## src/rtl/sobel_window_ctrl.sv

```systemverilog
// sobel_window_ctrl: sequencing controller for the Sobel 3x3 datapath.
//
// Tracks the column/row position of the incoming pixel stream from the
// h_sync/v_sync markers. It rotates the write buffer across three line-buffer
// RAMs and drives their shared column address. It also flags when a complete
// 3x3 window is present for the convolution stage.
//
// Ports:
//   clk, rst          clock, synchronous active-high reset
//   h_sync            line-start marker (pixel sampled with it is column 0)
//   v_sync            frame-start marker, only meaningful together with h_sync
//   lb_wr_en          write strobe for the current line buffer
//   lb_wr_sel         buffer being written (0..2)
//   lb_top_sel        buffer holding row r-2
//   lb_mid_sel        buffer holding row r-1
//   lb_addr           column address shared by the write and both reads
//   col, row          position of the pixel sampled on the previous edge
//   win_valid         full 3x3 window centred at (row-1, col-1)
//   frame_done        one-cycle pulse after the last active pixel of a frame
//   err_short         one-cycle pulse when a line ends before IMG_W pixels
//
// Every output is registered and describes the pixel sampled on the previous
// clock edge. The datapath delays its pixel by one register to stay aligned.
// Reads and the write share one address, so the RAMs must be read-first.

module sobel_window_ctrl #(
  parameter int unsigned IMG_W  = 32,
  parameter int unsigned IMG_H  = 32,
  parameter int unsigned ADDR_W = 5
) (
  input  logic              clk,
  input  logic              rst,
  input  logic              h_sync,
  input  logic              v_sync,
  output logic              lb_wr_en,
  output logic [1:0]        lb_wr_sel,
  output logic [1:0]        lb_top_sel,
  output logic [1:0]        lb_mid_sel,
  output logic [ADDR_W-1:0] lb_addr,
  output logic [ADDR_W-1:0] col,
  output logic [7:0]        row,
  output logic              win_valid,
  output logic              frame_done,
  output logic              err_short
);

  localparam int unsigned ROW_W = 8;
  localparam int unsigned SEL_W = 2;

  localparam logic [ADDR_W-1:0] LAST_COL = ADDR_W'(IMG_W - 1);
  localparam logic [ROW_W-1:0]  LAST_ROW = ROW_W'(IMG_H - 1);
  localparam logic [ROW_W-1:0]  ROW_MAX  = '1;
  localparam logic [ADDR_W-1:0] WIN_COL  = ADDR_W'(2);
  localparam logic [ROW_W-1:0]  WIN_ROW  = ROW_W'(2);

  typedef enum logic [1:0] {
    ST_WAIT_FRAME = 2'd0,
    ST_LINE       = 2'd1,
    ST_WAIT_LINE  = 2'd2
  } state_t;

  state_t              state;
  state_t              state_nxt;
  logic [ADDR_W-1:0]   col_nxt;
  logic [ROW_W-1:0]    row_nxt;
  logic [SEL_W-1:0]    sel_nxt;
  logic                frame_done_nxt;
  logic                err_short_nxt;
  logic                last_col;
  logic                last_row;
  logic                in_line;

  // Modulo-3 increment used for buffer rotation and the read-select mapping.
  function automatic logic [SEL_W-1:0] inc_mod3(input logic [SEL_W-1:0] s);
    return (s == SEL_W'(2)) ? SEL_W'(0) : s + SEL_W'(1);
  endfunction

  assign in_line  = (state == ST_LINE);
  assign last_col = (col == LAST_COL);
  // Short lines still count as rows, so a frame may run past IMG_H-1 rows.
  assign last_row = (row >= LAST_ROW);

  // Next position/state for the pixel being sampled on this edge.
  always_comb begin
    state_nxt      = state;
    col_nxt        = col;
    row_nxt        = row;
    sel_nxt        = lb_wr_sel;
    frame_done_nxt = 1'b0;
    err_short_nxt  = 1'b0;

    case (state)
      ST_WAIT_FRAME: begin
        state_nxt = ST_WAIT_FRAME;
      end
      ST_LINE: begin
        if (last_col) begin
          // Line complete; the final line of the frame ends the frame.
          frame_done_nxt = last_row;
          state_nxt      = last_row ? ST_WAIT_FRAME : ST_WAIT_LINE;
        end else begin
          col_nxt = col + ADDR_W'(1);
        end
      end
      ST_WAIT_LINE: begin
        state_nxt = ST_WAIT_LINE;
      end
      default: begin
        state_nxt = ST_WAIT_FRAME;
      end
    endcase

    if (h_sync && v_sync) begin
      // Frame (re)start is honoured from any state.
      state_nxt     = ST_LINE;
      col_nxt       = '0;
      row_nxt       = '0;
      sel_nxt       = '0;
      err_short_nxt = in_line && !last_col;
    end else if (h_sync && state_nxt != ST_WAIT_FRAME) begin
      // Line start; ignored while waiting for a frame or at end of frame.
      state_nxt     = ST_LINE;
      col_nxt       = '0;
      row_nxt       = (row == ROW_MAX) ? row : row + ROW_W'(1);
      sel_nxt       = inc_mod3(lb_wr_sel);
      err_short_nxt = in_line && !last_col;
    end
  end

  // State and registered outputs.
  always_ff @(posedge clk) begin
    if (rst) begin
      state      <= ST_WAIT_FRAME;
      col        <= '0;
      row        <= '0;
      lb_wr_sel  <= SEL_W'(0);
      lb_top_sel <= SEL_W'(1);
      lb_mid_sel <= SEL_W'(2);
      lb_wr_en   <= 1'b0;
      win_valid  <= 1'b0;
      frame_done <= 1'b0;
      err_short  <= 1'b0;
    end else begin
      state      <= state_nxt;
      col        <= col_nxt;
      row        <= row_nxt;
      lb_wr_sel  <= sel_nxt;
      lb_top_sel <= inc_mod3(sel_nxt);
      lb_mid_sel <= inc_mod3(inc_mod3(sel_nxt));
      lb_wr_en   <= (state_nxt == ST_LINE);
      win_valid  <= (state_nxt == ST_LINE) && (row_nxt >= WIN_ROW) &&
                    (col_nxt >= WIN_COL);
      frame_done <= frame_done_nxt;
      err_short  <= err_short_nxt;
    end
  end

  // Write and both reads always target the current column.
  assign lb_addr = col;

endmodule

```

## config.mk

```make
export PLATFORM = sky130hd
export DESIGN_NAME = sobel_window_ctrl
export DESIGN_NICKNAME = d
export VERILOG_FILES = /design/src/rtl/sobel_window_ctrl.sv
export SDC_FILE = /design/constraint.sdc
export NUM_CORES = 1
export LEC_CHECK = 0
export ABC_AREA = 1
export BUFFER_PORTS_ARGS = -buffer_cell sky130_fd_sc_hd__buf_2
export CORE_ASPECT_RATIO = 1.1
export CORE_MARGIN = 2
export CORE_UTILIZATION = 50
export DETAILED_ROUTE_END_ITERATION = 8
export GPL_ROUTABILITY_DRIVEN = 1
export PLACE_DENSITY = 0.75
export SLEW_MARGIN = 20
export SYNTH_ARGS = -nofsm -noshare
export SYNTH_HDL_FRONTEND = slang
export SYNTH_SLANG_ARGS = --single-unit
```

## constraint.sdc

```tcl
create_clock -name clk -period 2.5 [get_ports clk]
set_input_delay 0.5 -clock clk [delete_from_list [all_inputs] [get_ports clk]]
set_output_delay 0.5 -clock clk [all_outputs]
set_load 0.01 [all_outputs]
```

==> impl_results.md <==
- Status: completed
- Combinational family with the most area after synthesis: simple AND/OR/NAND/NOR gates
- Detailed Route Iter0 Violations: 30
- Number of antenna violations at the first check in global routing: 0
- Commonest cells after routing, fill and taps aside: 31 x buf_2, 27 x nand2_1, 25 x nor2_1
- TritonCTS Buffers: 3
- Proportion of register bits with asynchronous set or reset after synthesis: 0
- Crit path top cell by count: nand2_1
- Iteration count of the initial detailed-routing pass: 4
- Via count of the first global-routing pass: 1049
- Hold-fix buffers, CTS: 0
- Leftover overflow at the end of global routing: 0
- # rows: 19
- Synth Instances: 179
- DP Area: 0.00144 mm2
- Nature of the critical path startpoint: flop
- Syn-to-layout area delta: 10.5%
- GRT Util Overall: 0.189
- Number of buffers on the longest clock path: 2
- Post-detailed-route DRC marker count: 0
- Clock transition at path regs: 0.13 ns
- Count of final hold-check violations: 0
- Setup violations, final: 0
- Cell area power density: 415 mW/mm2
- Number of synthesized register bits: 24
- Post-CTS setup-driven buffer insertion count: 0
- Worst max-slew margin expressed relative to the limit: 0.791
- Start-to-end type of the worst setup path: reg -> reg
- Class of the most critical hold timing path: in -> reg
- CP Capture Type: flop
- Setup TNS after final layout: 0 ns
- Multiplexer share of the synthesized area: 0
- Post-synthesis simple-gate area fraction: 0.383
- PostCTS Resize Cnt: 0
- Hpwl dp: 2.07 mm
- Initial core utilization: 0.529
- Detailed-route wire length per cell: 11.4 um
- Highest attainable clock frequency: 511 MHz
- Core Area: 0.00250 mm2
- Overall routed net length: 2.67 mm
- Synth Area per Inst: 7.38 um2
- Number of H-tree branching levels: 1
- Most common cell after layout, fill and taps aside: buf_2
- Hold endpoint: row[4]
- Number of clock sinks: 24
- Leakage: 0.730 nW
- Number of diodes: 0
- # port buffers: 31
- Post-synth EDFFs: 0
- Final antenna-violating net count: 0
- Hold Crit Depth: 2
- Share of layout cells above drive strength 1: 0.281
- Library cells used by synthesis: 34
- First-pass GRT wire length: 4.34 mm
- Post-route standard cell area excluding fillers: 0.00146 mm2
- Final GP Congestion: 0.892
- Boundary Pins: 32
- Total number of vias: 1199
- CP top delay family: simple AND/OR/NAND/NOR gates
- Slack of the worst reg-to-reg path: 0.54 ns
- Synth Area in XOR/XNOR: 0.0265
- Period minus WS final: 1.96 ns
- Horizontal die dimension: 53.0 um
- Worst R2R Start: row[0]
- Critical Path Slowest Stage Cell: dfxtp_1
- Synth Area in Adders: 0.0379
- Sequential cell area fraction in the yosys report: 0.364
- CP Data Arrival Time: 2.22 ns
- Worst IR Drop VDD: 0.391 mV
- Compound-Gate Fraction of Synth Area: 0.0710
- Routed vias/inst: 5.12
- Setup repair after global routing missed its margin: false
- Synth Flop Type: dfxtp_1
- Hold Startpoint: rst
- Clock tree from TritonCTS: yes
- Required time reported for the critical path endpoint: 2.76 ns
- Clock tree root buffer cell: clkbuf_4
- MaxCap Viol Count: 0
- Total number of yosys warnings: 0
- Transition at the pin with the smallest max-transition slack: 0.313 ns
- Worst path max stage delay: 0.42 ns
- Net count, final: 213
- Die Span Y: 57.9 um
- Final Slew Violations: 0
- Nets in the synthesized netlist: 187
- R2R depth: 15
- Cell area after synthesis: 0.00132 mm2
- Crit path max fanout: 14
- Final clock skew: 0.00462 ns
- Share of the clock period used by the worst path: 0.782
- Number of buffers and inverters on the critical path: 1
- Area of the die: 0.00307 mm2
- List of cells traversed by the critical path: ha_1 -> nand3_2 -> nor2_4 -> nor2_2 -> nand2_2 -> nand3_2 -> nand2_2 -> nand2_4 -> nand2_8 -> nand2_1 -> inv_1 -> o21ai_0 -> nand2_1 -> nand2_1 -> a21oi_2
- Pin count of the biggest net entering global routing: 17
- Terminus of the critical flop-to-flop path: win_valid
- Skew-Pair Late Insertion Delay: 0.31 ns
## sequential cells by signal (all words and copies together) (netlist names)
| register | count |
|---|---|
| row | 8 |
| lb_top_sel | 2 |
| state | 2 |
| col | 5 |
| frame_done | 1 |
| lb_mid_sel | 1 |
| lb_wr_en | 1 |
| lb_wr_sel | 2 |
| err_short | 1 |
| win_valid | 1 |
## worst reg2reg max path: cells and delay by family, from the launching register on
kind	cells	cell delay [ns]
AND/OR/NAND/NOR	11	0.98
flip-flops	1	0.42
adder cells (fa/ha/maj)	1	0.23
AO/OA/AOI/OAI	2	0.18
buffers and inverters	1	0.09
## layer usage
| layer | part of all wire | up-vias | global-route usage |
|---|---|---|---|
| li1 | - | 624 | - |
| met1 | 0.45 | 528 | 0.221 |
| met2 | 0.48 | 40 | 0.338 |
| met3 | 0.048 | 7 | 0.0232 |
| met4 | 0.021 | 0 | 0.0879 |
| met5 | 0 | - | 0 |
## area by class of cell
cell class                      count  area, um2
Clock buffer                        3       22.5
Fill cell                         246       1040
Inverter                           21       78.8
Multi-Input combinational cell    124        684
Sequential cell                    24        480
Tap cell                           31       38.8
Timing Repair Buffer               31        155
## where the power goes
group / total [mW] / internal (mW) / switching [mW]
Sequential: 0.390 / 0.387 / 0.00363
Clock: 0.168 / 0.0564 / 0.112
Combinational: 0.0477 / 0.0149 / 0.0328
Total: 0.606 / 0.458 / 0.148
## logic make-up after synthesis
logic type	count (synthesis)
AND/OR/NAND/NOR	99
buffers and inverters	31
flip-flops	24
AO/OA/AOI/OAI	17
XOR/XNOR	4
adder cells (fa/ha/maj)	4
## how the worst max path moves through the flow
stage               startpoint       endpoint  slack [ns]  cells after the start
floorplan               row[0]      win_valid        0.68                     15
global placement        row[0]      win_valid        0.62                     15
detailed placement      row[0]      win_valid        0.57                     15
CTS                     row[0]      win_valid        0.55                     15
global route            col[0]  lb_top_sel[0]        0.29                     12
finish                  row[0]      win_valid        0.54                     15
## synth_stat cells (2+ instances only)
library cell  instances  area share
nand2_1              27       0.077
nor2_1               25       0.071
dfxtp_1              24        0.36
nand3_1              18       0.068
inv_1                17       0.048
a21oi_1               7       0.027
buf_4                 6       0.034
nand2_2               6       0.028
o21ai_0               5       0.019
ha_1                  4       0.038
nor2_2                4       0.019
nor3_1                4       0.015
inv_2                 3      0.0085
nand4_1               3       0.014
clkbuf_1              2      0.0057
nand3_2               2       0.015
o21ai_1               2      0.0076
or2_2                 2      0.0095
xnor2_1               2       0.013
xor2_1                2       0.013
## stage by stage
step / hold WS (ns) / power [mW] / setup WS [ns] / instances / utilization
after detailed placement: 0.557 / 0.446 / 0.575 / 231 / 0.576
final: 0.548 / 0.606 / 0.544 / 234 / 0.585
after CTS: 0.540 / 0.609 / 0.550 / 234 / 0.585
after floorplan: 0.556 / 0.436 / 0.682 / 179 / -
after global placement: 0.546 / 0.446 / 0.622 / 231 / 0.576
after global routing: 0.549 / 0.629 / 0.289 / 234 / 0.585
Power figures use the tool's default switching activity.
